$ cat src/rtl/billiard_pkg.sv
`default_nettype none
// ============================================================================
// billiard_pkg : shared types and constants for the ball motion slice
// Rev 1.0
// ============================================================================
package billiard_pkg;

    localparam int BALL_SIZE = 32;
    localparam int FRAC_BITS = 6;
    localparam int POS_W     = 17;
    localparam int VEL_W     = 11;

    typedef logic signed [VEL_W-1:0] vel_t;
    typedef logic signed [POS_W-1:0] pos_t;

    typedef enum logic [0:0] {
        IDLE   = 1'b0,
        MOVING = 1'b1
    } motion_state_t;

endpackage
`default_nettype wire

$ cat src/rtl/ball_motion_friction_decay.sv
`default_nettype none
// ============================================================================
// friction_decay : moves a velocity toward zero by STEP, saturating at zero
// Rev 1.0
// ============================================================================
module friction_decay
    import billiard_pkg::*;
#(
    parameter int STEP = 1
) (
    input  vel_t vel_i,
    output vel_t vel_o
);

    localparam vel_t C_STEP = vel_t'(STEP);

    always_comb begin
        vel_o = '0;
        if (vel_i > C_STEP) begin
            vel_o = vel_i - C_STEP;
        end else if (vel_i < -C_STEP) begin
            vel_o = vel_i + C_STEP;
        end
    end

endmodule
`default_nettype wire

$ cat src/rtl/ball_motion.sv
`default_nettype none
// ============================================================================
// ball_motion : position/velocity integrator for one ball (strike, friction,
//               collision bounce, border clamp)
// Rev 1.0
// ============================================================================
module ball_motion
    import billiard_pkg::*;
#(
    parameter int INIT_X          = 100,
    parameter int INIT_Y          = 200,
    parameter int LEFT_BOUND      = 32,
    parameter int RIGHT_BOUND     = 608,
    parameter int TOP_BOUND       = 32,
    parameter int DOWN_BOUND      = 448,
    parameter int FRICTION_PERIOD = 4,
    parameter int FRICTION_STEP   = 1
) (
    input  logic        clk,
    input  logic        resetN,
    input  logic        startOfFrame,
    input  logic        hitReq,
    input  vel_t        hitVelX,
    input  vel_t        hitVelY,
    input  logic        collisionOccurred,
    input  vel_t        collVelX,
    input  vel_t        collVelY,
    output vel_t        ballTopLeftPosX,
    output vel_t        ballTopLeftPosY,
    output vel_t        ballVelX,
    output vel_t        ballVelY,
    output logic        ballMoving
);

    localparam int CNT_W = (FRICTION_PERIOD > 1) ? $clog2(FRICTION_PERIOD) : 1;
    localparam logic [CNT_W-1:0] C_CNT_LAST = CNT_W'(FRICTION_PERIOD - 1);

    localparam logic signed [POS_W:0] C_XMIN = (POS_W+1)'(LEFT_BOUND <<< FRAC_BITS);
    localparam logic signed [POS_W:0] C_XMAX = (POS_W+1)'((RIGHT_BOUND - BALL_SIZE) <<< FRAC_BITS);
    localparam logic signed [POS_W:0] C_YMIN = (POS_W+1)'(TOP_BOUND <<< FRAC_BITS);
    localparam logic signed [POS_W:0] C_YMAX = (POS_W+1)'((DOWN_BOUND - BALL_SIZE) <<< FRAC_BITS);

    motion_state_t    state_q;
    pos_t             posX_q, posY_q;
    vel_t             velX_q, velY_q;
    vel_t             outPosX_q, outPosY_q;
    logic             moving_q;
    logic [CNT_W-1:0] fricCnt_q;

    // A bounce is only accepted when it exactly reverses a live axis; this
    // filters the stale value the collision block presents on the unhit axis.
    logic signed [VEL_W:0] negVelX, negVelY;
    logic                  accX, accY;
    vel_t                  collX, collY;
    vel_t                  decX, decY;
    logic                  fricStep;
    vel_t                  velX_d, velY_d;
    logic signed [POS_W:0] sumX, sumY;
    pos_t                  posX_d, posY_d;

    assign negVelX = -((VEL_W+1)'(velX_q));
    assign negVelY = -((VEL_W+1)'(velY_q));
    assign accX    = collisionOccurred && (velX_q != '0) && ((VEL_W+1)'(collVelX) == negVelX);
    assign accY    = collisionOccurred && (velY_q != '0) && ((VEL_W+1)'(collVelY) == negVelY);
    assign collX   = accX ? collVelX : velX_q;
    assign collY   = accY ? collVelY : velY_q;

    friction_decay #(.STEP(FRICTION_STEP)) u_decay_x (.vel_i(collX), .vel_o(decX));
    friction_decay #(.STEP(FRICTION_STEP)) u_decay_y (.vel_i(collY), .vel_o(decY));

    assign fricStep = (fricCnt_q == C_CNT_LAST);
    assign velX_d   = fricStep ? decX : collX;
    assign velY_d   = fricStep ? decY : collY;

    assign sumX = (POS_W+1)'(posX_q) + (POS_W+1)'(velX_d);
    assign sumY = (POS_W+1)'(posY_q) + (POS_W+1)'(velY_d);

    always_comb begin
        posX_d = pos_t'(sumX);
        if (sumX < C_XMIN) posX_d = pos_t'(C_XMIN);
        else if (sumX > C_XMAX) posX_d = pos_t'(C_XMAX);
        posY_d = pos_t'(sumY);
        if (sumY < C_YMIN) posY_d = pos_t'(C_YMIN);
        else if (sumY > C_YMAX) posY_d = pos_t'(C_YMAX);
    end

    always_ff @(posedge clk) begin
        if (!resetN) begin
            state_q   <= IDLE;
            posX_q    <= pos_t'(INIT_X <<< FRAC_BITS);
            posY_q    <= pos_t'(INIT_Y <<< FRAC_BITS);
            outPosX_q <= vel_t'(INIT_X);
            outPosY_q <= vel_t'(INIT_Y);
            velX_q    <= '0;
            velY_q    <= '0;
            moving_q  <= 1'b0;
            fricCnt_q <= '0;
        end else begin
            case (state_q)
                IDLE: begin
                    if (hitReq) begin
                        velX_q <= hitVelX;
                        velY_q <= hitVelY;
                        if ((hitVelX != '0) || (hitVelY != '0)) begin
                            state_q  <= MOVING;
                            moving_q <= 1'b1;
                        end
                    end
                end
                MOVING: begin
                    if (startOfFrame) begin
                        velX_q    <= velX_d;
                        velY_q    <= velY_d;
                        posX_q    <= posX_d;
                        posY_q    <= posY_d;
                        outPosX_q <= posX_d[POS_W-1:FRAC_BITS];
                        outPosY_q <= posY_d[POS_W-1:FRAC_BITS];
                        fricCnt_q <= fricStep ? '0 : fricCnt_q + 1'b1;
                        if ((velX_d == '0) && (velY_d == '0)) begin
                            state_q   <= IDLE;
                            moving_q  <= 1'b0;
                            fricCnt_q <= '0;
                        end
                    end else if (collisionOccurred) begin
                        velX_q <= collX;
                        velY_q <= collY;
                    end
                end
                default: state_q <= IDLE;
            endcase
        end
    end

    assign ballTopLeftPosX = outPosX_q;
    assign ballTopLeftPosY = outPosY_q;
    assign ballVelX        = velX_q;
    assign ballVelY        = velY_q;
    assign ballMoving      = moving_q;

endmodule
`default_nettype wire

$ cat config.mk
export PLATFORM = sky130hd
export DESIGN_NAME = ball_motion
export DESIGN_NICKNAME = d
export VERILOG_FILES = /design/src/rtl/billiard_pkg.sv /design/src/rtl/ball_motion_friction_decay.sv /design/src/rtl/ball_motion.sv
export SDC_FILE = /design/constraint.sdc
export NUM_CORES = 1
export LEC_CHECK = 0
export ABC_CLOCK_PERIOD_IN_PS = 20500
export CAP_MARGIN = 20
export CORE_AREA = 2 2 132 102
export DETAILED_ROUTE_END_ITERATION = 6
export DIE_AREA = 0 0 134 104
export DONT_BUFFER_PORTS = 1
export PLACE_DENSITY = 0.91
export SETUP_SLACK_MARGIN = 0.3
export SYNTH_ARGS = -nofsm -noshare
export SYNTH_HDL_FRONTEND = slang
export SYNTH_SLANG_ARGS = --single-unit
$ cat constraint.sdc
create_clock -name clk -period 20.5 [get_ports clk]
set_clock_uncertainty 0.2 [all_clocks]
set_input_delay 2.05 -clock clk [delete_from_list [all_inputs] [get_ports clk]]
set_output_delay 2.05 -clock clk [all_outputs]
set_load 0.02 [all_outputs]
After elaboration in Yosys (flattened, before gate mapping)
Cells that the tools add are included.
{"block": "word_totals", "out_inout_bits": 45, "mem_count": 0, "latchBits": 0, "regBits": 82, "rom_bits": 0, "mem_bits_rw": 0, "input_bits": 49, "elab_cells": 82}
{"block": "classes", "n_addsub": 9, "shifts": 0, "n_reduce_logical": 15, "div": 0, "n_lt_le_gt_ge": 8, "n_eq_ne": 8, "n_bitwise": 1, "n_mul": 0, "muxes": 32}
{"cell": "11-bit two-way mux", "n": 14}
{"cell": "17-bit two-way mux", "n": 4}
{"cell": "11-bit one-hot mux with 2 select lines", "n": 2}
{"cell": "11-bit nonzero test", "n": 4}
{"cell": "17-bit by 11-bit adder with 18-bit output", "n": 2}
{"cell": "18-bit by 13-bit < comparator with 1-bit output (second input constant)", "n": 2}
{"cell": "11-bit by 12-bit equality test with 1-bit output", "n": 2}
{"cell": "11-bit negation with 12-bit output", "n": 2}
{"cell": "11-bit by 2-bit adder with 11-bit output (second input constant)", "n": 2}
{"cell": "11-bit by 2-bit > comparator with 1-bit output (second input constant)", "n": 2}
{"cell": "11-bit zero test", "n": 2}
{"cell": "11-bit by 1-bit < comparator with 1-bit output (second input constant)", "n": 2}
{"cell": "11-bit by 2-bit subtractor with 11-bit output (second input constant)", "n": 2}
{"cell": "18-bit by 16-bit > comparator with 1-bit output (second input constant)", "n": 1}
{"cell": "18-bit by 17-bit > comparator with 1-bit output (second input constant)", "n": 1}
{"cell": "1-bit two-way mux", "n": 8}
{"cell": "2-bit != test (second input constant)", "n": 3}
{"cell": "1-bit logical AND", "n": 5}
{"cell": "2-bit two-way mux", "n": 2}
{"cell": "1-bit one-hot mux with 2 select lines", "n": 2}
{"cell": "2-bit AND reduction", "n": 2}
{"cell": "4-bit AND reduction", "n": 1}
{"cell": "3-bit != test (second input constant)", "n": 1}
{"cell": "2-bit by 1-bit adder with 2-bit output (second input constant)", "n": 1}
{"cell": "4 further kinds", "n": 4}

Depth between registers and ports, before layout
{"block": "depth", "word_depth": 13, "mapped_depth": 39, "mapped_depth_nobuf": 32}

Hierarchy
From an unflattened synthesis, not the netlist that was laid out.
{"block": "unflattened", "hier_cells": 980, "hier_area_um2": 7308.3}
{"module": "ball_motion", "area_each_um2": 6214.7, "cells_each": 834, "instances": 1, "seq_area_each_um2": 1201.2}
{"module": "friction_decay", "area_each_um2": 546.8, "cells_each": 73, "instances": 2, "seq_area_each_um2": 0.0}

Worst setup path before layout
Ideal clock, no wire load.
{"block": "synth_path", "kind": "input to register", "startpoint": "input port collVelY[3]", "endpoint": "register posY_q[12]", "t_required_ns": 20.168, "n_path_buf": 5, "path_stages": 35, "setup_ns": 0.132, "arrival_time_ns": 8.886, "setup_slack_ns": 11.282, "path_cell_list": "clkbuf_1 -> xor2_1 -> xnor2_1 -> a2111oi_2 -> nand4_1 -> nor3_4 -> buf_6 -> buf_6 -> a21oi_1 -> inv_1 -> ha_1 -> buf_1 -> nand2_1 -> or3_1 -> nand3_1 -> ha_1 -> o21ai_0 -> nor2_1 -> nand4_1 -> o31ai_1 -> nor3_1 -> inv_1 -> fa_1 -> nor2b_1 -> o21ai_0 -> a21boi_0 -> o21ai_0 -> a221oi_1 -> a31oi_1 -> a21oi_1 -> xor2_1 -> or4_1 -> o211ai_1 -> clkbuf_1 -> o21ai_0"}
{"block": "synth_between", "elab_chain_cells": 11, "elab_cells_between_ends": 15, "classes_between": "add/sub: 3; order compare: 4; eq/ne: 1; mux: 6; reduce/logical: 1"}
{"item": "from (decl)", "line": "ball_motion.sv:27", "source": "input vel_t collVelY,"}
{"item": "11-bit by 12-bit equality test with 1-bit output", "line": "ball_motion.sv:64", "source": "assign accY = collisionOccurred && (velY_q != '0) && ((VEL_W+1)'(collVelY) == negVelY);"}
{"item": "1-bit logical AND", "line": "ball_motion.sv:64"}
{"item": "11-bit two-way mux *", "line": "ball_motion.sv:66", "source": "assign collY = accY ? collVelY : velY_q;"}
{"item": "11-bit by 2-bit adder with 11-bit output / 11-bit by 1-bit < comparator with 1-bit output (equally long branches)", "line": "ball_motion_friction_decay.sv:22, ball_motion_friction_decay.sv:21"}
{"item": "11-bit two-way mux", "line": "ball_motion_friction_decay.sv:21", "source": "end else if (vel_i < -C_STEP) begin"}
{"item": "11-bit two-way mux", "line": "ball_motion_friction_decay.sv:19", "source": "if (vel_i > C_STEP) begin"}
{"item": "11-bit two-way mux *", "line": "ball_motion.sv:73", "source": "assign velY_d = fricStep ? decY : collY;"}
{"item": "17-bit by 11-bit adder with 18-bit output *", "line": "ball_motion.sv:76", "source": "assign sumY = (POS_W+1)'(posY_q) + (POS_W+1)'(velY_d);"}
{"item": "18-bit by 16-bit > comparator with 1-bit output", "line": "ball_motion.sv:84", "source": "else if (sumY > C_YMAX) posY_d = pos_t'(C_YMAX);"}
{"item": "17-bit two-way mux", "line": "ball_motion.sv:84"}
{"item": "17-bit two-way mux *", "line": "ball_motion.sv:83", "source": "if (sumY < C_YMIN) posY_d = pos_t'(C_YMIN);"}
{"item": "to (signal assigned)", "line": "ball_motion.sv:91", "source": "posY_q <= pos_t'(INIT_Y <<< FRAC_BITS);"}
{"item": "to (signal assigned)", "line": "ball_motion.sv:115", "source": "posY_q <= posY_d;"}
{"item": "to (decl)", "line": "ball_motion.sv:44", "source": "pos_t posX_q, posY_q;"}
Every way passes the cells marked *; elsewhere a longest branch is shown, timed or not.
A chain may end at the register's enable or synchronous reset.

Worst setup path after layout
{"block": "layout_path", "startpoint": "input port collVelY[3]", "endpoint": "register posY_q[9]"}
The elaborated chain is that of the path after synthesis.

==> summary.md <==
| Metric | Value |
|---|---|
| TritonCTS clock tree | built |
| Final min period | 9883 ps |
| DR DRC count | 0 |
| CP max-delay cell | or4_1 |
| Pwr dens | roughly 70 nW/um2 |
| Final WL | about 27000 um |
| Setup TNS | 0 ps |
| Crit path DAT | roughly 10000 ps |
| Via count | 8892 |
| Reg2reg path depth | 33 |
| Post-synth top area share | 14.99% |
| Clk pwr share | 34.2% |
| Drt via density | roughly 7.4 |
| RR Endpoint | posY_q[9]$_SDFFE_PN1P_ |
| Clk pin slew, worst setup/hold paths | approximately 60 ps |
| Crit start category | primary input |
| Syn nets | approximately 1200 |
| Hold Crit Depth | 2 |
| GR Overflow Total | 0 |
| Share of cells above drive strength 1 | 6.867% |
| Synth top area cells | dfxtp_1 (15%), ha_1 (6.9%), o21ai_0 (4.9%) |
| Overall Global Routing Usage | 37.75% |
| P_leak | 3.040 nW |
| Ys Warns | 0 |
| Main synth FF type | dfxtp_1 |
| # hold bufs at CTS | 0 |
| Post-synthesis cell count | between 1000 and 1500 |
| P_sw | 0.2283 mW |
| Commonest non-fill, non-tap cells in the layout | nand2_1 (103), o21ai_0 (78), nor2_1 (73), a21oi_1 (62), dfxtp_1 (60) |
| Core region area | roughly 13000 um2 |
| Placed cell area | 7731 um2 |
| Layout area overhead | 1.203% |
| Finished Layout Cells | ~1200 |
| Syn avg cell area | 7.147 um2 |
| Placed insts | 1188 |
| Inserted Diodes | 0 |
| Die area | between 10000 and 15000 um2 |
| CTS Sinks | 60 |
| WL/cell | about 22 um |
| Cts repair resizes | 0 |
| MaxCap Viol Count | 0 |
| Root Buffer | clkbuf_16 |
| Vias in the first global route | ~8000 |
| Power, Total | ~0.57 mW |
| Hpwl dp | approximately 19000 um |
| RR Startpoint | ballVelY[0]$_SDFFE_PN0P_ |
| Hold endpoint | posY_q[0]$_SDFFE_PN0P_ |
| Fin. Hold Viols | 0 |
| H-tree level count | 3 |
| Worst Hold Class | flip-flop to flip-flop |
| Worst skew pair latency | 340 ps |
| Commonest non-fill, non-tap cell in the layout | nand2_1 |
| Hold_sp | posY_q[0]$_SDFFE_PN0P_ |
| Seq cells post-synth | 60 |
| Fin area | 8108 um2 |
| Post-CTS setup buffers | 0 |
| Combinational Power Share | 38.1% |
| CTS Buffer Depth | 2 |
| Seq/Total Area, Yosys | 14.99% |
| WP buf/inv | 3 |
| Drt first pass iters | 6 |
| First-pass GRT wire length | 42830 um |
| Period utilisation layout | 48.21% |
| Site Rows | 36 |
| Synth area leader | dfxtp_1 |
| RePlAce Congestion | ~1.0 |
| Initial Util | 63.30% |
| Delay of the slowest critical-path stage | between 500 and 600 ps |
| Filler instances | 1113 |
| Final core occ | 64.06% |
| Distinct cells, synth | 88 |
| Top delay family on crit path | compound AO/OA/AOI/OAI gates |
| Fraction of power consumed by sequential logic | 27.8% |
| Largest net degree at the start of global routing | 39 |
| Worst EP required | 20480 ps |
| Crit. End Element | flip-flop |
| IO buf count | 0 |
| P_int | between 0.3 and 0.4 mW |
| Die Y | about 100 um |
| Flop2flop setup slack | about 11000 ps |
| Maximum vdd drop | approximately 0.061 mV |
| Max Freq | 101.2 MHz |
| CP dominant cell by count | o21ai_0 |
| DIE WIDTH | 134 um |
| Slew HR | 24.44% |
| Post-synth EDFFs | 0 |
| Slew Limit Fails | 0 |
| Post-Syn Area | between 8000 and 9000 um2 |
| 1st-iter DRT viols | 1194 |
| RSZ-0062 raised after global routing | no |
| Status | finished clean |
| Sw Ratio | between 40% and 50% |
| Final setup viols | 0 |
| Worst Tran Pin Value | around 1100 ps |
| Asr flop ratio synth | 0% |
| Inserted Clock Buffers | 9 |
| Critical Path Fanout Max | 20 |
| Top Ports | 94 |
| Layout Nets | between 1000 and 1500 |
| Critical path class | primary input to flip-flop |
| DRT antenna net count | 0 |
| Antenna violations before repair | 0 |
-- synth_stat cells (7+ instances only) --
cell type and instances:
nor4_1 28, o21bai_1 7, xnor2_1 33, o31ai_1 12, mux2i_1 33, nor3_1 39
buf_4 24, a211o_1 8, a211oi_1 11, a31oi_1 20, a32o_1 13, o41ai_1 8
nand2b_1 17, nand2_1 103, o211ai_1 20, xor2_1 10, clkbuf_1 67, nor2b_1 9
or3_1 9, nand4_1 24, dfxtp_1 60, and3_1 12, inv_1 57, ha_1 44
o21ai_0 78, a21oi_1 62, mux2_2 10, o21a_1 7, or4_1 10, o22ai_1 7
buf_2 13, nand3_1 42, nor2_1 73
-- through the flow --
| step | hold WS (ps) | worst slack [ps] |
|---|---|---|
| floorplan | 226.5 | 11280 |
| CTS | 260.9 | 10780 |
| finish | 262.7 | 10620 |
| detailed placement | 252.7 | 10510 |
| global placement | 248.0 | 10670 |
| global route | 277.7 | 9890 |
-- how the worst max path moves through the flow --
stage,cells past startpoint,end,slack [ps],startpoint
3_5_place_dp,31,posY_q[9]$_SDFFE_PN1P_,10510,collVelY[3]
2_1_floorplan,35,posY_q[12]$_SDFFE_PN1P_,11280,collVelY[3]
6_report,31,posY_q[9]$_SDFFE_PN1P_,10620,collVelY[3]
5_1_grt,31,posY_q[14]$_SDFFE_PN0P_,9890,collVelY[2]
3_3_place_gp,31,posY_q[12]$_SDFFE_PN1P_,10670,collVelY[3]
4_1_cts,31,posY_q[9]$_SDFFE_PN1P_,10780,collVelY[3]
-- state kept, by name, summed over array words and instances (netlist names) --
signal / cells
posX_q: 17
fricCnt_q: 2
posY_q: 17
ballMoving: 1
state_q: 1
ballVelX: 11
ballVelY: 11
-- cells by family (layout without fill, tap and decap cells) --
family                     Yosys count  in the layout  synth area share [%]
AOI/OAI and AO/OA                  345            345                 29.95
xor gates and xnor gates            43             43                 4.701
muxes                               46             46                 5.997
adders and majority gates           46             46                 7.372
DFF                                 60             60                 14.99
buffers and inverters              173             86                 9.917
and+or+nand+nor                    408            408                 27.07
-- tightest hold or removal path, delay by kind of cell (launching register included) --
kind,cells,cell delay [ps]
DFF,1,310
AOI/OAI and AO/OA,1,50
and+or+nand+nor,1,50
-- power by group through the flow --
| stage | Combinational (mW) | Sequential [mW] | Clock [mW] |
|---|---|---|---|
| floorplan | 0.185 | 0.139 | 0 |
| global placement | 0.202 | 0.158 | 0 |
| detailed placement | 0.207 | 0.158 | 0 |
| CTS | 0.208 | 0.155 | 0.193 |
| global route | 0.234 | 0.158 | 0.199 |
| finish | 0.215 | 0.157 | 0.193 |
-- layer usage --
metal | up-vias | track usage [%] | routed length [um]
met5 | - | 0 | 0
met4 | 0 | 15.12 | 1078
met3 | 89 | 10.67 | 3753
met2 | 717 | 55.75 | 11290
met1 | 4062 | 51.56 | 10780
li1 | 4024 | - | -
-- area by class of cell --
cell class / instances / area (um2) / share of cell area [%]
Inverter: 58 / 217.7 / 2.685
Multi-Input combinational cell: 888 / 6016 / 74.20
Sequential cell: 60 / 1201 / 14.81
Timing Repair Buffer: 12 / 87.58 / 1.080
Tap cell: 171 / 214.0 / 2.639
Clock inverter: 7 / 146.4 / 1.806
Clock buffer: 9 / 225.2 / 2.778
Note: power is estimated with default switching activity, not from simulation.
